===== config.mk =====
export PLATFORM = sky130hd
export DESIGN_NAME = eth_arp_capture
export DESIGN_NICKNAME = d
export VERILOG_FILES = /design/src/rtl/eth_arp_capture.sv
export SDC_FILE = /design/constraint.sdc
export NUM_CORES = 1
export LEC_CHECK = 0
export ABC_CLOCK_PERIOD_IN_PS = 2600
export CORE_ASPECT_RATIO = 0.9
export CORE_UTILIZATION = 55
export CTS_CLUSTER_SIZE = 30
export DETAILED_ROUTE_END_ITERATION = 10
export GPL_TIMING_DRIVEN = 0
export MAX_ROUTING_LAYER = met4
export PLACE_DENSITY = 0.74
export RECOVER_POWER = 100
export SLEW_MARGIN = 20
export SYNTH_ARGS = -nofsm -noshare
export SYNTH_HDL_FRONTEND = slang
export SYNTH_SLANG_ARGS = --single-unit

===== constraint.sdc =====
create_clock -name i_rx_clk -period 2.6 [get_ports i_rx_clk]
set_input_delay 0.52 -clock i_rx_clk [delete_from_list [all_inputs] [get_ports i_rx_clk]]
set_output_delay 0.52 -clock i_rx_clk [all_outputs]
set_load 0.005 [all_outputs]

===== src/rtl/eth_arp_capture.sv =====
// eth_arp_capture: parses ARP frames from the GMII receive byte stream, checks
// the fixed header fields and latches the addresses into a holding set that the
// control CPU reads word by word and then releases with an acknowledge.
module eth_arp_capture #(
  parameter int ARP_LEN = 42,
  parameter int DROP_W  = 8
) (
  input  logic              i_rx_clk,
  input  logic              i_cmd_rst_n,
  input  logic [7:0]        i_rx_data,
  input  logic              i_rx_dv,
  input  logic [31:0]       i_my_ip,
  input  logic              i_filter_en,
  input  logic              i_ack,
  input  logic [2:0]        i_rd_idx,
  output logic [31:0]       o_rd_data,
  output logic              o_pkt_valid,
  output logic [1:0]        o_pkt_op,
  output logic [DROP_W-1:0] o_drop_cnt
);

  localparam logic [2:0] ST_IDLE     = 3'd0;
  localparam logic [2:0] ST_PRE      = 3'd1;
  localparam logic [2:0] ST_HDR      = 3'd2;
  localparam logic [2:0] ST_WAIT_END = 3'd3;
  localparam logic [2:0] ST_COMMIT   = 3'd4;

  localparam logic [5:0]        LAST_IDX = 6'(ARP_LEN - 1);
  localparam logic [DROP_W-1:0] DROP_MAX = {DROP_W{1'b1}};
  localparam logic [DROP_W-1:0] DROP_ONE = {{(DROP_W-1){1'b0}}, 1'b1};

  // Returns 1 when a byte at a fixed-content header position does not match
  // the only acceptable Ethernet/IPv4 ARP value for that position.
  function automatic logic hdr_byte_bad(input logic [5:0] idx, input logic [7:0] b);
    logic bad;
    case (idx)
      6'd12:   bad = (b != 8'h08);
      6'd13:   bad = (b != 8'h06);
      6'd14:   bad = (b != 8'h00);
      6'd15:   bad = (b != 8'h01);
      6'd16:   bad = (b != 8'h08);
      6'd17:   bad = (b != 8'h00);
      6'd18:   bad = (b != 8'h06);
      6'd19:   bad = (b != 8'h04);
      6'd20:   bad = (b != 8'h00);
      6'd21:   bad = (b != 8'h01) && (b != 8'h02);
      default: bad = 1'b0;
    endcase
    return bad;
  endfunction

  logic [2:0]  state_r;
  logic [2:0]  state_nxt_s;
  logic [5:0]  cnt_r;
  logic        bad_r;
  logic        complete_r;
  logic        filter_ok_s;
  logic        last_byte_s;

  logic [47:0] dst_w_r, sha_w_r, tha_w_r;
  logic [31:0] spa_w_r, tpa_w_r;
  logic [1:0]  op_w_r;

  logic [47:0] dst_h_r, sha_h_r, tha_h_r;
  logic [31:0] spa_h_r, tpa_h_r;

  assign filter_ok_s = !i_filter_en || (tpa_w_r == i_my_ip);
  assign last_byte_s = (cnt_r == LAST_IDX);

  // Next-state decode for the frame parser.
  always_comb begin
    state_nxt_s = state_r;
    case (state_r)
      ST_IDLE: begin
        if (i_rx_dv) begin
          if (i_rx_data == 8'h55) state_nxt_s = ST_PRE;
          else                    state_nxt_s = ST_WAIT_END;
        end else begin
          state_nxt_s = ST_IDLE;
        end
      end
      ST_PRE: begin
        if (i_rx_dv) begin
          if (i_rx_data == 8'h55)      state_nxt_s = ST_PRE;
          else if (i_rx_data == 8'hD5) state_nxt_s = ST_HDR;
          else                         state_nxt_s = ST_WAIT_END;
        end else begin
          state_nxt_s = ST_IDLE;
        end
      end
      ST_HDR: begin
        if (i_rx_dv) begin
          if (last_byte_s) state_nxt_s = ST_WAIT_END;
          else             state_nxt_s = ST_HDR;
        end else begin
          state_nxt_s = ST_IDLE;
        end
      end
      ST_WAIT_END: begin
        if (i_rx_dv)                                  state_nxt_s = ST_WAIT_END;
        else if (complete_r && !bad_r && filter_ok_s) state_nxt_s = ST_COMMIT;
        else                                          state_nxt_s = ST_IDLE;
      end
      ST_COMMIT: state_nxt_s = ST_IDLE;
      default:   state_nxt_s = ST_IDLE;
    endcase
  end

  // Parser state register.
  always_ff @(posedge i_rx_clk or negedge i_cmd_rst_n) begin
    if (!i_cmd_rst_n) state_r <= ST_IDLE;
    else              state_r <= state_nxt_s;
  end

  // Byte counter, per-frame flags and working field capture (MSB first).
  always_ff @(posedge i_rx_clk or negedge i_cmd_rst_n) begin
    if (!i_cmd_rst_n) begin
      cnt_r      <= 6'd0;
      bad_r      <= 1'b0;
      complete_r <= 1'b0;
      dst_w_r    <= 48'd0;
      sha_w_r    <= 48'd0;
      tha_w_r    <= 48'd0;
      spa_w_r    <= 32'd0;
      tpa_w_r    <= 32'd0;
      op_w_r     <= 2'd0;
    end else if (state_r == ST_PRE && i_rx_dv && i_rx_data == 8'hD5) begin
      cnt_r      <= 6'd0;
      bad_r      <= 1'b0;
      complete_r <= 1'b0;
    end else if (state_r == ST_HDR && i_rx_dv) begin
      cnt_r <= cnt_r + 6'd1;
      bad_r <= bad_r | hdr_byte_bad(cnt_r, i_rx_data);
      if (last_byte_s) complete_r <= 1'b1;
      if (cnt_r <= 6'd5)                       dst_w_r <= {dst_w_r[39:0], i_rx_data};
      else if (cnt_r == 6'd21)                 op_w_r  <= i_rx_data[1:0];
      else if (cnt_r >= 6'd22 && cnt_r <= 6'd27) sha_w_r <= {sha_w_r[39:0], i_rx_data};
      else if (cnt_r >= 6'd28 && cnt_r <= 6'd31) spa_w_r <= {spa_w_r[23:0], i_rx_data};
      else if (cnt_r >= 6'd32 && cnt_r <= 6'd37) tha_w_r <= {tha_w_r[39:0], i_rx_data};
      else if (cnt_r >= 6'd38)                 tpa_w_r <= {tpa_w_r[23:0], i_rx_data};
    end else if (state_r == ST_WAIT_END && !i_rx_dv) begin
      // Frame over: a later frame that skips HDR must not inherit this flag.
      complete_r <= 1'b0;
    end
  end

  // Holding set, pending flag and saturating drop counter.
  always_ff @(posedge i_rx_clk or negedge i_cmd_rst_n) begin
    if (!i_cmd_rst_n) begin
      dst_h_r     <= 48'd0;
      sha_h_r     <= 48'd0;
      tha_h_r     <= 48'd0;
      spa_h_r     <= 32'd0;
      tpa_h_r     <= 32'd0;
      o_pkt_op    <= 2'd0;
      o_pkt_valid <= 1'b0;
      o_drop_cnt  <= {DROP_W{1'b0}};
    end else if (state_r == ST_COMMIT) begin
      // An ack in the commit cycle frees the set for the new frame.
      if (!o_pkt_valid || i_ack) begin
        dst_h_r     <= dst_w_r;
        sha_h_r     <= sha_w_r;
        tha_h_r     <= tha_w_r;
        spa_h_r     <= spa_w_r;
        tpa_h_r     <= tpa_w_r;
        o_pkt_op    <= op_w_r;
        o_pkt_valid <= 1'b1;
      end else if (o_drop_cnt != DROP_MAX) begin
        o_drop_cnt <= o_drop_cnt + DROP_ONE;
      end
    end else if (i_ack) begin
      o_pkt_valid <= 1'b0;
    end
  end

  // Registered word-indexed read of the holding set.
  always_ff @(posedge i_rx_clk or negedge i_cmd_rst_n) begin
    if (!i_cmd_rst_n) begin
      o_rd_data <= 32'd0;
    end else begin
      case (i_rd_idx)
        3'd0:    o_rd_data <= {16'h0000, dst_h_r[47:32]};
        3'd1:    o_rd_data <= dst_h_r[31:0];
        3'd2:    o_rd_data <= {16'h0000, sha_h_r[47:32]};
        3'd3:    o_rd_data <= sha_h_r[31:0];
        3'd4:    o_rd_data <= spa_h_r;
        3'd5:    o_rd_data <= {16'h0000, tha_h_r[47:32]};
        3'd6:    o_rd_data <= tha_h_r[31:0];
        3'd7:    o_rd_data <= tpa_h_r;
        default: o_rd_data <= 32'd0;
      endcase
    end
  end

endmodule


Word-level counts from Yosys, hierarchy flattened
Index checks and enable logic that the tools add are counted.
- bits in registers: 472
- bits in latches: 0
- memory bits (writable): 0
- ROM bits: 0
- bits of input ports: 48
- output and inout port bits: 43
- logic and storage cells: 130
- memories kept: 0
- add/sub/neg operators: 2
- multipliers: 0
- div/mod/pow operators: 0
- magnitude comparators: 8
- equality and inequality tests: 33
- shifts and indexed selects: 0
- muxes and demuxes: 25
- bitwise gates (word level): 8
- reductions and logical operators: 35
- operator list (kind ; count):
    one-hot mux 32 bit (8 select lines) ; 1
    equality test 6 x 5 -> 1 bit, second input constant ; 6
    equality test 32 bit ; 1
    equality test 6 x 4 -> 1 bit, second input constant ; 4
    inequality test 8 x 3 -> 1 bit, second input constant ; 2
    equality test 3 bit, second input constant ; 5
    2-to-1 mux 1 bit ; 13
    equality test 3 x 2 -> 1 bit, second input constant ; 4
    >= comparator 6 x 5 -> 1 bit, second input constant ; 2
    >= comparator 6 bit, second input constant ; 2
    <= comparator 6 x 5 -> 1 bit, second input constant ; 2
    2-to-1 mux 3 bit ; 4
    2-to-1 mux 6 bit ; 2
    one-hot mux 3 bit (4 select lines) ; 1
    logical AND 1 bit ; 10
    adder 8 x 1 -> 8 bit, second input constant ; 1
    equality test 8 x 7 -> 1 bit, second input constant ; 1
    equality test 8 bit, second input constant ; 1
    inequality test 8 x 1 -> 1 bit, second input constant ; 1
    inequality test 8 x 2 -> 1 bit, second input constant ; 1
    inequality test 8 x 4 -> 1 bit, second input constant ; 1
    inequality test 8 bit, second input constant ; 1
    AND reduction 8 bit ; 1
    nonzero test 8 bit ; 1
    24 further kinds ; 43

Logic depth before layout (Yosys ltp)
- depth in word-level cells: 8
- depth in mapped cells: 9
- depth with buffers taken out: 7

Least setup slack after synthesis
No wires, ideal clock.
- kind: register to register
- from: register cnt_r[1]
- to: register dst_w_r[27]
- setup time: 0.125 ns
- arrival time: 1.923 ns
- data required time: 2.475 ns
- setup slack: 0.553 ns
- cell stages (with the launch flop): 10
- path buffers: 2
- clock period less this slack: 2.047 ns
- cell sequence: dfrtp_1 inv_1 ha_1 nor2_1 a211oi_1 nand2_1 nor2_1 buf_4 buf_6 mux2_2
- word-level cells in the longest chain between the ends: 2
- ends and longest elaborated chain (what ; RTL line ; source):
    start, declared ; 54 ; logic [5:0] cnt_r;
    start signal, assigned ; 132 ; cnt_r <= cnt_r + 6'd1;
    <= comparator 6 x 3 -> 1 bit ; 135 ; if (cnt_r <= 6'd5) dst_w_r <= {dst_w_r[39:0], i_rx_data};
    AND reduction 3 bit (no source line) ; n/a ;
    end signal, assigned ; 135 ;
    end, declared ; 60 ; logic [47:0] dst_w_r, sha_w_r, tha_w_r;
No other way between the ends.
A chain may end at the register's enable or synchronous reset.

Worst setup path after layout
- from: register state_r[0]
- to: register spa_h_r[27]
- word-level cells in the longest chain between the ends: 2
- ends and longest elaborated chain (what ; RTL line ; source):
    start, declared ; 52 ; logic [2:0] state_r;
    start signal, assigned ; 112 ; else state_r <= state_nxt_s;
    equality test 3 bit ; 158 ; end else if (state_r == ST_COMMIT) begin
    AND reduction 2 bit (no source line) ; n/a ;
    end signal, assigned ; 164 ; spa_h_r <= spa_w_r;
    end, declared ; 65 ; logic [31:0] spa_h_r, tpa_h_r;
No other way between the ends.

==> flow_summary.yaml <==
detailed_routing:
  ant_nets: 0
  drt_iter0_drc: 866
  drc_errors: 0
  vias_per_cell: 5.92
  vias: 11792
  routed_wl_um: 50600
  dr.pass1.iters: 6
  wl_per_cell_um: 25.4
yosys:
  ys.flop_type: "dfrtp_1"
  async_flop_share_pct: 100
  synth_edf_count: 0
  synth.most_common_cell: "dfrtp_1"
  synth_area_um2: 19600
  syn_area_per_cell_um2: 14.6
  yosysWarnings: 0
  yosys.area.top_type: "dfrtp_1"
  synth.area.top_cells: "dfrtp_1, mux2_2, mux2_1"
  ys_ff_latch: 472
  syn_inst: 1348
  ys_top_cells_by_count: "dfrtp_1, mux2_2, nand2_1"
  syn-num-nets: 1402
  synth_top_area_share_pct: 60.2
  synthDistinctLibCells: 60
  synth-seq-area-share_pct: 60.2
clocking:
  htree_levels: 2
  cts_sinks: 472
  tritoncts: "built"
  clk_path_buf_depth: 3
  cts_root_buf: "clkbuf_16"
  insertion_delay_ns: 0.57
  numCtsBuffers: 47
  cts_setup_buffers: 0
  clk_pin_slew_ns: 0.06
timing:
  timing.final.hold_violations: 0
  finalSetupViolCount: 0
  worst_pin_slew_ns: 1.24
  finalSetupTns_ns: 0
  min_period_ns: 2.49
  slew_viol_final: 0
  holdWs_ns: 0.425
  fin_ws_ns: 0.113
  rsz0062_at_grt: "false"
  skew_ns: 0.0222
  slew_headroom_pct: 17.5
  fin_crit_sh_pct: 95.7
  fmax_ghz: 0.402
setup_path:
  endpoint_kind: "flop"
  crit_type: "reg -> reg"
  cp_slowest_cell: "dfrtp_1"
  worstPathArrival_ns: 2.92
  critPathMaxFanout: 10
  cp_cell_sequence: "nor3b_1 -> o21ai_1 -> clkbuf_1 -> clkbuf_2 -> mux2_2"
  required_ns: 3.04
  max_stage_delay_ns: 0.45
  crit_path_start_kind: "flop"
hold_path:
  worstHoldPathType: "in -> reg"
global_routing:
  grt_pass1_wl_um: 77200
  grt_usage_pct: 29.7
  antenna_found_initial: 1
  grt_max_degree: 100
  grt_pass1_vias: 12133
  grt-ovfl-total: 0
layout:
  syn_to_final_growth_pct: 15.6
  layoutNonFillerInstCount: 1992
  num-nets-final: 1540
  layout-drive-gt1-share_pct: 34.9
die:
  core_um2: 35100
  die_w_um: 201
  initial_core_util_pct: 55.9
  die_area_um2: 36400
  die_h_um: 181
  rows: 65
  num_io_pins: 91
pwr:
  ir_drop_mv: 0.540
  pwr-share-comb_pct: 9.6
  switching_share_pct: 24.7
  seqPwrFrac_pct: 49.9
  leakagePower_nw: 11.4
  p_total_mw: 17.0
  p_clk_share_pct: 40.4
  powerDensity_nw_per_um2: 751
  p_sw_mw: 4.22
  p_int_mw: 12.8
placement:
  pre_cts_ws_ns: -0.269
  io_buffers: 83
  place.gp.congestion: 0.944
  post-dp-hpwl_um: 36800
  placed_cells: 1905
flow_run:
  drv_cap: 0
run_status:
  status: "completed"
-- flip-flops by register name, indices dropped and copies added (netlist names) --
register     count
dst_h_r         48
dst_w_r         48
sha_h_r         48
sha_w_r         48
tha_h_r         48
tha_w_r         48
o_rd_data       32
spa_h_r         32
spa_w_r         32
tpa_h_r         32
tpa_w_r         32
o_drop_cnt       8
cnt_r            6
state_r          3
o_pkt_op         2
op_w_r           2
bad_r            1
complete_r       1
o_pkt_valid      1
-- final cells by class --
cell class | count | area [um^2]
clock inverter | 11 | 151
buffer | 81 | 408
timing repair buffer | 89 | 927
clock buffer | 74 | 1430
sequential | 472 | 11800
inverter | 15 | 56.3
multi-input combinational | 780 | 7320
antenna | 1 | 2.50
tap | 469 | 587
fill | 2658 | 12400
-- path summary, 6_finish.rpt --
check | start | endpoint | slack [ns] | cells past startpoint
hold / removal | i_rx_data[0] | tha_w_r[0] | 0.42 | 2
setup / recovery | state_r[0] | spa_h_r[27] | 0.11 | 5
hold reg to reg | dst_h_r[44] | o_rd_data[12] | 0.49 | 2
setup reg to reg | state_r[0] | spa_h_r[27] | 0.11 | 5
min in group asynchronous | i_cmd_rst_n | spa_w_r[22] | 0.53 | 2
max in group asynchronous | i_cmd_rst_n | tpa_w_r[8] | 0.34 | 4
-- routing by layer --
metal | vias up | routed length [um] | track usage, %
met3 | 82 | 2910 | 3.43
met5 | - | 0 | -
met4 | 0 | 1390 | 8.15
met2 | 343 | 23600 | 45.3
met1 | 6229 | 22700 | 42.5
li1 | 5138 | - | -
-- cells in the final DEF, fill, tap and decap left out, types with 30 or more instances in the layout --
cell type and count:
clkbuf_16 48, mux2_2 388, nand2_1 49, dfrtp_1 472, dlygate4sd3_1 45, clkbuf_1 40, nor2_1 34, clkdlybuf4s50_1 38
xnor2_1 38, mux2i_1 30, mux2_1 39
-- power by group through the flow --
stage          sequential [mW]  clock, mW  combinational, mW
2_1_floorplan             8.37          0               1.13
3_3_place_gp              8.62          0               1.58
3_5_place_dp              8.63          0               1.65
4_1_cts                   8.50       6.98               1.67
5_1_grt                   8.58       7.29               1.81
6_report                  8.51       6.89               1.64
-- stage by stage --
| stage | utilization, % | cell area, um^2 |
|---|---|---|
| 2_1_floorplan | - | 19600 |
| 3_3_place_gp | 59.9 | 21000 |
| 3_5_place_dp | 60.3 | 21200 |
| 4_1_cts | 64.8 | 22800 |
| 5_1_grt | 64.6 | 22700 |
| 6_report | 64.6 | 22700 |
-- worst max-delay path, delay by kind of cell (launching register included) --
family | cells | cell delay [ns]
multiplexers | 1 | 0.37
buffers and inverters | 2 | 0.75
AO/OA/AOI/OAI | 1 | 0.32
flip-flops | 1 | 0.45
AND/OR/NAND/NOR | 1 | 0.45
-- cell families after synthesis --
family	Yosys count	share of synthesized area, %
XOR/XNOR	43	1.92
AND/OR/NAND/NOR	149	3.83
buffers and inverters	96	2.45
adder cells (fa/ha/maj)	6	0.382
flip-flops	472	60.2
AO/OA/AOI/OAI	115	4.07
multiplexers	467	27.2
-- repair_timing --
item | CTS | global route
resized for setup | 0 | 1
setup endpoints to repair | 0 | 30
hold buffers | 1 | 0
hold endpoints to repair | 69 | 0
No activity file was read; power rests on OpenSTA's default activity.
